**src/rtl/imm_ext_pkg.sv**
```systemverilog
`default_nettype none
// ============================================================================
// Module      : imm_ext_pkg
// Description : Shared extension-mode encoding and default widths for the
//               immediate extension unit and the instruction decoder.
// Revision    : 1.0 - initial release
// ============================================================================
package imm_ext_pkg;

  // Encoding is shared with the decoder, so the numeric values are fixed.
  typedef enum logic [1:0] {
    IMM_SEXT   = 2'd0,
    IMM_ZEXT   = 2'd1,
    IMM_UPPER  = 2'd2,
    IMM_BRANCH = 2'd3
  } imm_mode_e;

  localparam int DEF_IN_W     = 16;
  localparam int DEF_OUT_W    = 32;
  localparam int DEF_BR_SHIFT = 2;
  localparam int DEF_TAG_W    = 5;

endpackage : imm_ext_pkg
`default_nettype wire

```
**src/rtl/imm_ext_core.sv**
```systemverilog
`default_nettype none
// ============================================================================
// Module      : imm_ext_core
// Description : Combinational immediate extension datapath (sign, zero,
//               upper-placed and shifted branch-offset forms).
// Revision    : 1.0 - initial release
// ============================================================================
module imm_ext_core
  import imm_ext_pkg::*;
#(
  parameter int IN_W     = DEF_IN_W,
  parameter int OUT_W    = DEF_OUT_W,
  parameter int BR_SHIFT = DEF_BR_SHIFT
) (
  input  logic [IN_W-1:0]  imm,
  input  imm_mode_e        mode,
  output logic [OUT_W-1:0] ext
);

  localparam int FILL_W = OUT_W - IN_W;

  logic [OUT_W-1:0] w_sext;
  logic [OUT_W-1:0] w_zext;
  logic [OUT_W-1:0] w_upper;
  logic [OUT_W-1:0] w_branch;

  assign w_sext   = {{FILL_W{imm[IN_W-1]}}, imm};
  assign w_zext   = {{FILL_W{1'b0}}, imm};
  assign w_upper  = {imm, {FILL_W{1'b0}}};
  // Bits pushed past the MSB are simply dropped by the fixed-width shift.
  assign w_branch = w_sext << BR_SHIFT;

  always_comb begin
    ext = w_sext;
    case (mode)
      IMM_SEXT:   ext = w_sext;
      IMM_ZEXT:   ext = w_zext;
      IMM_UPPER:  ext = w_upper;
      IMM_BRANCH: ext = w_branch;
      default:    ext = w_sext;
    endcase
  end

endmodule : imm_ext_core
`default_nettype wire

```
**src/rtl/imm_extend_unit.sv**
```systemverilog
`default_nettype none
// ============================================================================
// Module      : imm_extend_unit
// Description : Immediate extension unit with valid/ready handshake and a
//               2-entry output buffer. Optional sideband tag enabled by the
//               IMM_EXT_TAG_EN macro.
// Revision    : 1.0 - initial release
// ============================================================================
module imm_extend_unit
  import imm_ext_pkg::*;
#(
  parameter int IN_W     = DEF_IN_W,
  parameter int OUT_W    = DEF_OUT_W,
  parameter int BR_SHIFT = DEF_BR_SHIFT,
  parameter int TAG_W    = DEF_TAG_W
) (
  input  logic             clk,
  input  logic             rst_n,
  input  logic             in_valid,
  output logic             in_ready,
  input  logic [IN_W-1:0]  in_imm,
  input  logic [1:0]       in_mode,
`ifdef IMM_EXT_TAG_EN
  input  logic [TAG_W-1:0] in_tag,
`endif
  output logic             out_valid,
  input  logic             out_ready,
`ifdef IMM_EXT_TAG_EN
  output logic [TAG_W-1:0] out_tag,
`endif
  output logic [OUT_W-1:0] out_imm
);

  localparam logic [1:0] ST_EMPTY = 2'd0;
  localparam logic [1:0] ST_ONE   = 2'd1;
  localparam logic [1:0] ST_TWO   = 2'd2;

  if ((IN_W < 2) || (IN_W >= OUT_W)) begin : g_bad_in_w
    $error("imm_extend_unit: IN_W must be in 2..OUT_W-1");
  end
  if ((BR_SHIFT < 0) || (BR_SHIFT > OUT_W - IN_W)) begin : g_bad_br_shift
    $error("imm_extend_unit: BR_SHIFT must be in 0..OUT_W-IN_W");
  end
  if (TAG_W < 1) begin : g_bad_tag_w
    $error("imm_extend_unit: TAG_W must be at least 1");
  end

  logic [1:0]       r_state;
  logic [1:0]       w_state_nxt;
  logic             r_in_ready;
  logic [OUT_W-1:0] r_slot0;
  logic [OUT_W-1:0] r_slot1;
  logic [OUT_W-1:0] w_ext;
  logic             w_push;
  logic             w_pop;
  logic             w_wr0;
  logic             w_wr0_from_in;
  logic             w_wr1;

  imm_ext_core #(
    .IN_W     (IN_W),
    .OUT_W    (OUT_W),
    .BR_SHIFT (BR_SHIFT)
  ) u_core (
    .imm  (in_imm),
    .mode (imm_mode_e'(in_mode)),
    .ext  (w_ext)
  );

  assign in_ready  = r_in_ready;
  assign out_valid = (r_state != ST_EMPTY);
  assign out_imm   = r_slot0;

  assign w_push = in_valid & r_in_ready;
  assign w_pop  = out_valid & out_ready;

  // Slot 0 is always the oldest entry; slot 1 only fills while slot 0 is held.
  always_comb begin
    w_state_nxt   = r_state;
    w_wr0         = 1'b0;
    w_wr0_from_in = 1'b1;
    w_wr1         = 1'b0;
    case (r_state)
      ST_EMPTY: begin
        if (w_push) begin
          w_state_nxt = ST_ONE;
          w_wr0       = 1'b1;
        end
      end
      ST_ONE: begin
        if (w_push && w_pop) begin
          w_wr0 = 1'b1;
        end else if (w_push) begin
          w_state_nxt = ST_TWO;
          w_wr1       = 1'b1;
        end else if (w_pop) begin
          w_state_nxt = ST_EMPTY;
        end
      end
      ST_TWO: begin
        if (w_pop) begin
          w_state_nxt   = ST_ONE;
          w_wr0         = 1'b1;
          w_wr0_from_in = 1'b0;
        end
      end
      default: w_state_nxt = ST_EMPTY;
    endcase
  end

  always_ff @(posedge clk or negedge rst_n) begin
    if (!rst_n) begin
      r_state    <= ST_EMPTY;
      r_in_ready <= 1'b0;
    end else begin
      r_state    <= w_state_nxt;
      // Registered from next state so out_ready never reaches in_ready combinationally.
      r_in_ready <= (w_state_nxt != ST_TWO);
    end
  end

  always_ff @(posedge clk or negedge rst_n) begin
    if (!rst_n) begin
      r_slot0 <= '0;
      r_slot1 <= '0;
    end else begin
      if (w_wr0) begin
        r_slot0 <= w_wr0_from_in ? w_ext : r_slot1;
      end
      if (w_wr1) begin
        r_slot1 <= w_ext;
      end
    end
  end

`ifdef IMM_EXT_TAG_EN
  logic [TAG_W-1:0] r_tag0;
  logic [TAG_W-1:0] r_tag1;

  assign out_tag = r_tag0;

  always_ff @(posedge clk or negedge rst_n) begin
    if (!rst_n) begin
      r_tag0 <= '0;
      r_tag1 <= '0;
    end else begin
      if (w_wr0) begin
        r_tag0 <= w_wr0_from_in ? in_tag : r_tag1;
      end
      if (w_wr1) begin
        r_tag1 <= in_tag;
      end
    end
  end
`endif

endmodule : imm_extend_unit
`default_nettype wire

```
**config.mk**
```make
export PLATFORM = sky130hd
export DESIGN_NAME = imm_extend_unit
export DESIGN_NICKNAME = d
export VERILOG_FILES = /design/src/rtl/imm_ext_pkg.sv /design/src/rtl/imm_ext_core.sv /design/src/rtl/imm_extend_unit.sv
export SDC_FILE = /design/constraint.sdc
export NUM_CORES = 1
export LEC_CHECK = 0
export BUFFER_PORTS_ARGS = -buffer_cell sky130_fd_sc_hd__buf_4
export CAP_MARGIN = 20
export CORE_MARGIN = 2
export CORE_UTILIZATION = 53
export CTS_BUF_LIST = sky130_fd_sc_hd__clkbuf_2
export DETAILED_ROUTE_END_ITERATION = 7
export GPL_TIMING_DRIVEN = 0
export PLACE_DENSITY = 0.76
export SYNTH_ARGS = -nofsm -noshare
export SYNTH_HDL_FRONTEND = slang
export SYNTH_SLANG_ARGS = --single-unit
```
**constraint.sdc**
```tcl
create_clock -name clk -period 2.1 [get_ports clk]
set_input_delay 0.21 -clock clk [delete_from_list [all_inputs] [get_ports clk]]
set_output_delay 0.21 -clock clk [all_outputs]
set_load 0.1 [all_outputs]
```
==> results of run 1 <==
through the flow:
step	setup WS [ns]	utilization	cell area, um^2
after detailed placement	0.4427	0.6300	3730
final	0.3626	0.6553	3880
after global placement	0.4657	0.6300	3730
after CTS	0.3253	0.6553	3880
after floorplan	0.1337	-	3238
after global routing	0.2681	0.6553	3880
layer usage:
metal | vias up | wire, um
li1 | 1351 | -
met3 | 22 | 573
met2 | 136 | 4106
met5 | - | 0
met1 | 1454 | 3628
met4 | 0 | 213
kinds of logic after synthesis:
kind of cell | count (synthesis) | synth area share
AOI/OAI and AO/OA | 157 | 0.3049
DFF | 67 | 0.5178
and+or+nand+nor | 66 | 0.1066
xor gates and xnor gates | 1 | 0.002705
buffers and inverters | 35 | 0.05487
muxes | 4 | 0.01314
how the worst max path moves through the flow:
| stage | startpoint | end | slack, ns |
|---|---|---|---|
| after floorplan | in_ready | out_imm[16] | 0.13 |
| after global placement | r_state[0] | out_imm[21] | 0.47 |
| after detailed placement | r_state[0] | out_imm[25] | 0.44 |
| after CTS | r_state[1] | out_valid | 0.33 |
| after global routing | r_state[0] | out_imm[23] | 0.27 |
| final | r_state[1] | out_valid | 0.36 |
layout make-up:
class,count,area (um^2)
multi-input cells,228,1384
fillers,528,2041
repair buffers,55,417.9
plain buffers,34,173.9
clock buffers,10,50.05
clock inverters,6,80.08
inverters,1,3.754
well taps,75,93.84
flip-flops and latches,67,1677
registers in the layout, summed over array words and instances (netlist names):
name and count:
r_state 2, out_imm 32, in_ready 1, r_slot1 32
cell usage after synthesis (2+ instances only):
| library cell | number |
|---|---|
| and2b_1 | 6 |
| o21ai_1 | 2 |
| mux2i_1 | 2 |
| buf_4 | 2 |
| nand2_1 | 30 |
| o211ai_1 | 56 |
| and3b_1 | 2 |
| clkbuf_2 | 3 |
| nand2_2 | 2 |
| nor2b_1 | 12 |
| nand3_1 | 2 |
| a22oi_1 | 14 |
| clkbuf_1 | 11 |
| nor2_1 | 3 |
| a21oi_1 | 15 |
| nand3b_1 | 2 |
| nand2b_1 | 2 |
| a31oi_1 | 3 |
| o21ai_0 | 60 |
| buf_2 | 16 |
| dfrtp_1 | 67 |
| mux2_2 | 2 |
| buf_6 | 2 |
cells in the final DEF (no fill, tap or decap), types with 3 or more instances in the layout:
master     n
nand2_1   30
clkbuf_2  13
clkinv_2   4
o211ai_1  56
a22oi_1   14
nor2b_1   12
a31oi_1    3
clkbuf_1  11
buf_2     16
dfrtp_1   67
nor2_1     3
buf_4     55
o21ai_0   60
and2b_1    6
a21oi_1   15
worst min-delay path: stages:
cell	delay [ns]
buf_4	0.10
a21oi_1	0.07
o21ai_0	0.13
what timing repair did:
action / in CTS / in global routing
hold endpoints to repair: 69 / 0
setup buffers: 0 / 0
hold buffers: 2 / 0
==> flow_summary.toml, run 1 <==
[route]
firstDrtPassIters = 6
wl_per_cell_um = 17.90
vias = 2963
drc = 0
finalWirelength_mm = 8.522
antenna_left = 0
drt_iter0_markers = 247
vias_per_cell = 6.225

[sta]
max-slew-margin-rel = 0.4439
setup-tns-final_ns = 0
fin_hold_ws_ns = 0.03112
timing.final.crit_share = 0.8273
max_clock_freq_ghz = 0.5756
finalSetupViolations = 0
skew_ns = 0.01367
rsz0062_at_grt = "false"
hold_violations = 0
fin_crit_ns = 1.737
slew_viol_final = 0
worstMarginPinSlew_ns = 0.8341

[global_routing]
use_met3 = 0.05326
grt_pass1_wl_mm = 13.66
grt.met2_usage = 0.4431
grt_pass1_vias = 2721
grt_antenna_before_repair = 0
grt_max_degree = 68
grt.total_usage = 0.2752
grt-busiest-layer = "met2"
grt_overflow = 0
met1_usage = 0.3625

[synthesis]
ys_types = 37
synth_edf_count = 0
async_flop_share = 1.000
yosysTopAreaCell = "dfrtp_1"
yosys_warnings = 0
yosysTopAreaCellShare = 0.5178
ys_top_cells_by_area = "dfrtp_1 52%, o211ai_1 13%, o21ai_0 9.3%"
syn-cell-area_um2 = 3238
synth_fp_nets = 352
avgSynthCellArea_um2 = 9.812
synth_ff_type = "dfrtp_1"
synthCells = 330
ys_seq_elements = 67
synth_seq_area_share = 0.5178

[cts]
cts-root-buf = "clkbuf_2"
clk_latency_ns = 0.50
h-tree-depth = 3
clk_pin_slew_worst_paths_ns = 0.18
clock_sinks = 67
cts_tree = "done"
clockBufferDepth = 2
numCtsBuffers = 9
cts_resized = 0

[worst_setup_path]
cp-end-kind = "output pin"
cpLargestDelayFamily = "flip-flops"
arrival_ns = 1.53
crit_buf_inv = 1
cp_slowest_cell = "dfrtp_1"
cp_num_cells = 2
critical_path_class = "register to output pin"
cp_cell_sequence = "or2_2, buf_4"
r2r_slack_ns = 0.40
cp-start-kind = "register"
r2r_end = "out_imm[27]"
timing.rr.start = "r_state[0]"
reg2regPathDepth = 4
path_max_fanout = 8
critPathMaxStageDelay_ns = 0.48
critPathRequiredTime_ns = 1.89

[floorplanning]
die_x_um = 82.17
die-area_um2 = 6751
fp-row-count = 28
core_area_um2 = 5921
die_h_um = 82.17
io-pin-count = 56
start_util = 0.5469

[layout]
fin_cells = 476
diodes = 0
drive_gt1_frac = 0.2444
area_delta_synth_final_pct = 19.82
nNetsFinal = 418

[status]
status = "finished, final reports clean"

[worst_hold_path]
hold_path.class = "input port to register"
min_path_cells = 3
holdCritStartpoint = "in_imm[3]"
worstHoldEndpoint = "r_slot1[5]"

[place]
numPortBuffers = 53
dp_cells = 458
dpl.hpwl_mm = 6.015
globalplace.congestion = 0.8624

[flow_run]
max-cap-violations = 0
Power of run 1 is not shown: default switching activity piles up to over one toggle a cycle in this logic, so the estimate is an artifact.
==> run 2: changes to the inputs <==
--- a/config.mk
+++ b/config.mk
@@ -5,6 +5,7 @@
 export SDC_FILE = /design/constraint.sdc
 export NUM_CORES = 1
 export LEC_CHECK = 0
+export ABC_AREA = 1
 export BUFFER_PORTS_ARGS = -buffer_cell sky130_fd_sc_hd__buf_4
 export CAP_MARGIN = 20
 export CORE_MARGIN = 2
@@ -12,7 +13,7 @@
 export CTS_BUF_LIST = sky130_fd_sc_hd__clkbuf_2
 export DETAILED_ROUTE_END_ITERATION = 7
 export GPL_TIMING_DRIVEN = 0
-export PLACE_DENSITY = 0.76
+export PLACE_DENSITY = 0.78
 export SYNTH_ARGS = -nofsm -noshare
 export SYNTH_HDL_FRONTEND = slang
 export SYNTH_SLANG_ARGS = --single-unit
==> constraint.sdc (replaced) <==
create_clock -name clk -period 1.4 [get_ports clk]
set_input_delay 0.14 -clock clk [delete_from_list [all_inputs] [get_ports clk]]
set_output_delay 0.14 -clock clk [all_outputs]
set_load 0.1 [all_outputs]
==> flow_summary.toml, run 2 <==
[synthesis]
yosys_warnings = 0
synth_seq_area_share = 0.4498
avgSynthCellArea_um2 = 7.701
async_flop_share = 1.000
synth_ff_type = "dfrtp_1"
yosysTopAreaCell = "dfrtp_1"
syn-cell-area_um2 = 3727
yosysMostFrequentCell = "nand2_1"
ys_seq_elements = 67
ys_types = 21
yosysTopAreaCellShare = 0.4498
synth_fp_nets = 506
synthCells = 484
synth_edf_count = 0
yosys-top-cells-count = "269 x nand2_1, 67 x dfrtp_1, 32 x nand2_4, 32 x nor2_1, 30 x nand3_1"
ys_top_cells_by_area = "dfrtp_1 45%, nand2_1 27%, nand2_4 9.7%"

[sta]
finalSetupViolations = 31
setup-tns-final_ns = -0.4399
worstMarginPinSlew_ns = 0.8557
max-slew-margin-rel = 0.4296
fin_crit_ns = 1.444
timing.final.crit_share = 1.032
rsz0062_at_grt = "true"
slew_viol_final = 0
timing.final.ws_setup_ns = -0.04423
hold_violations = 0
skew_ns = 0.02492
max_clock_freq_ghz = 0.6924

[global_routing]
grt_max_degree = 68
grt_pass1_wl_mm = 16.15
grt.total_usage = 0.2746
grt_overflow = 0
grt_antenna_before_repair = 0
grt_pass1_vias = 3418

[layout]
n_fill_cell = 494
drive_gt1_frac = 0.3316
area_delta_synth_final_pct = 35.75
finalInstanceArea_um2 = 5060
diodes = 0
fin_cells = 684
nNetsFinal = 605
final_common_cell = "nand2_1"
finalCoreUtilization = 0.7448
layout_common_cells = "233 x nand2_1, 66 x dfrtp_1, 39 x buf_6, 38 x nand2_2, 37 x buf_4"

[worst_setup_path]
critPathRequiredTime_ns = 1.26
cp-start-kind = "register"
critical_path_class = "register to output pin"
cp-end-kind = "output pin"
path_max_fanout = 4
arrival_ns = 1.30
r2r_slack_ns = -0.03

[cts]
cts-root-buf = "clkbuf_2"
clk_pin_slew_worst_paths_ns = 0.17
numCtsBuffers = 9
clk_latency_ns = 0.52
cts_tree = "done"
clock_sinks = 67
h-tree-depth = 3
clockBufferDepth = 2

[floorplanning]
start_util = 0.5486
die_x_um = 87.86
die-area_um2 = 7719
die_h_um = 87.86
io-pin-count = 56
core_area_um2 = 6794
fp-row-count = 30

[power]
clock_power_share = 0.076
pwr-share-seq = 0.292
pwr-share-comb = 0.632
irDropWorstVdd_mv = 1.943
p_per_area_nw_per_um2 = 2388
p_leak_nw = 2.883
p_sw_frac = 0.5474
p_int_mw = 5.468
p_switching_mw = 6.613

[place]
globalplace.congestion = 0.9704
dpl.hpwl_mm = 6.403
dp_cells = 634
numPortBuffers = 54
placedInstanceArea_um2 = 4278

[route]
vias = 3513
drt_iter0_markers = 305
firstDrtPassIters = 5
wl_per_cell_um = 14.85
antenna_left = 0
drc = 0
finalWirelength_mm = 10.15
vias_per_cell = 5.136

[flow_run]
max-cap-violations = 0

[status]
violations = "negative setup slack"
status = "finished with violations"

[worst_hold_path]
hold_path.class = "input port to register"
==> run 2: timing repair <==
action	4_1_cts	5_1_grt
gates resized for setup	49	51
hold buffers	17	0
cloned	3	4
buffers inserted	11	3
pin swaps	6	32
endpoints found under the setup margin	66	68
endpoints found under the hold margin	98	0
==> run 2: cells by family after synthesis <==
family / count (synthesis) / share of synthesized area
simple gates: 370 / 0.4565
buf+inv: 39 / 0.08023
xor+xnor: 1 / 0.002350
flops: 67 / 0.4498
compound gates: 7 / 0.01108
==> run 2: worst paths after layout <==
check,start,end,cells past startpoint
max in group asynchronous,rst_n,in_ready,2
min reg2reg,r_slot1[13],r_slot1[13],2
min,in_imm[12],r_slot1[28],5
max,r_state[1],out_valid,3
max reg2reg,r_state[1],out_imm[27],9
min in group asynchronous,rst_n,out_imm[24],2
==> run 2: critical path, stage by stage, from the launching register on <==
cell,delay (ns)
dfrtp_1,0.46
inv_4,0.12
nand2_8,0.06
buf_12,0.16
==> run 2: metrics by stage <==
step,hold slack (ns),total power [mW],worst slack (ns)
after detailed placement,0.3015,9.960,-0.1615
after global routing,0.04432,12.64,-0.09138
after CTS,0.002507,11.44,-0.04138
final,0.01200,12.08,-0.04423
after global placement,0.2998,9.828,-0.1248
after floorplan,-0.1556,8.638,-0.09760
==> run 2: power by group through the flow <==
stage | clock network [mW] | registers (mW) | logic (mW)
final | 0.923 | 3.53 | 7.63
after global routing | 1.01 | 3.61 | 8.02
after CTS | 0.933 | 3.49 | 7.01
after detailed placement | 0 | 3.48 | 6.48
after global placement | 0 | 3.43 | 6.39
after floorplan | 0 | 6.37 | 2.27
==> run 2: final cells by class <==
| class | instances | area [um^2] | area share |
|---|---|---|---|
| inverters | 13 | 63.81 | 0.01261 |
| plain buffers | 22 | 242.7 | 0.04797 |
| clock inverters | 4 | 17.52 | 0.003462 |
| multi-input cells | 378 | 1888 | 0.3731 |
| clock buffers | 12 | 60.06 | 0.01187 |
| well taps | 96 | 120.1 | 0.02374 |
| repair buffers | 92 | 987.2 | 0.1951 |
| flip-flops and latches | 67 | 1680 | 0.3321 |
==> run 2: routing by layer <==
metal  wire [um]  track usage  up-vias
met5           0            0        -
met4         348       0.1566        0
met3         521      0.03864       35
met2        5029       0.4380      155
met1        4254       0.3588     1648
li1            -            -     1675
(Power assumes the default switching activity.)
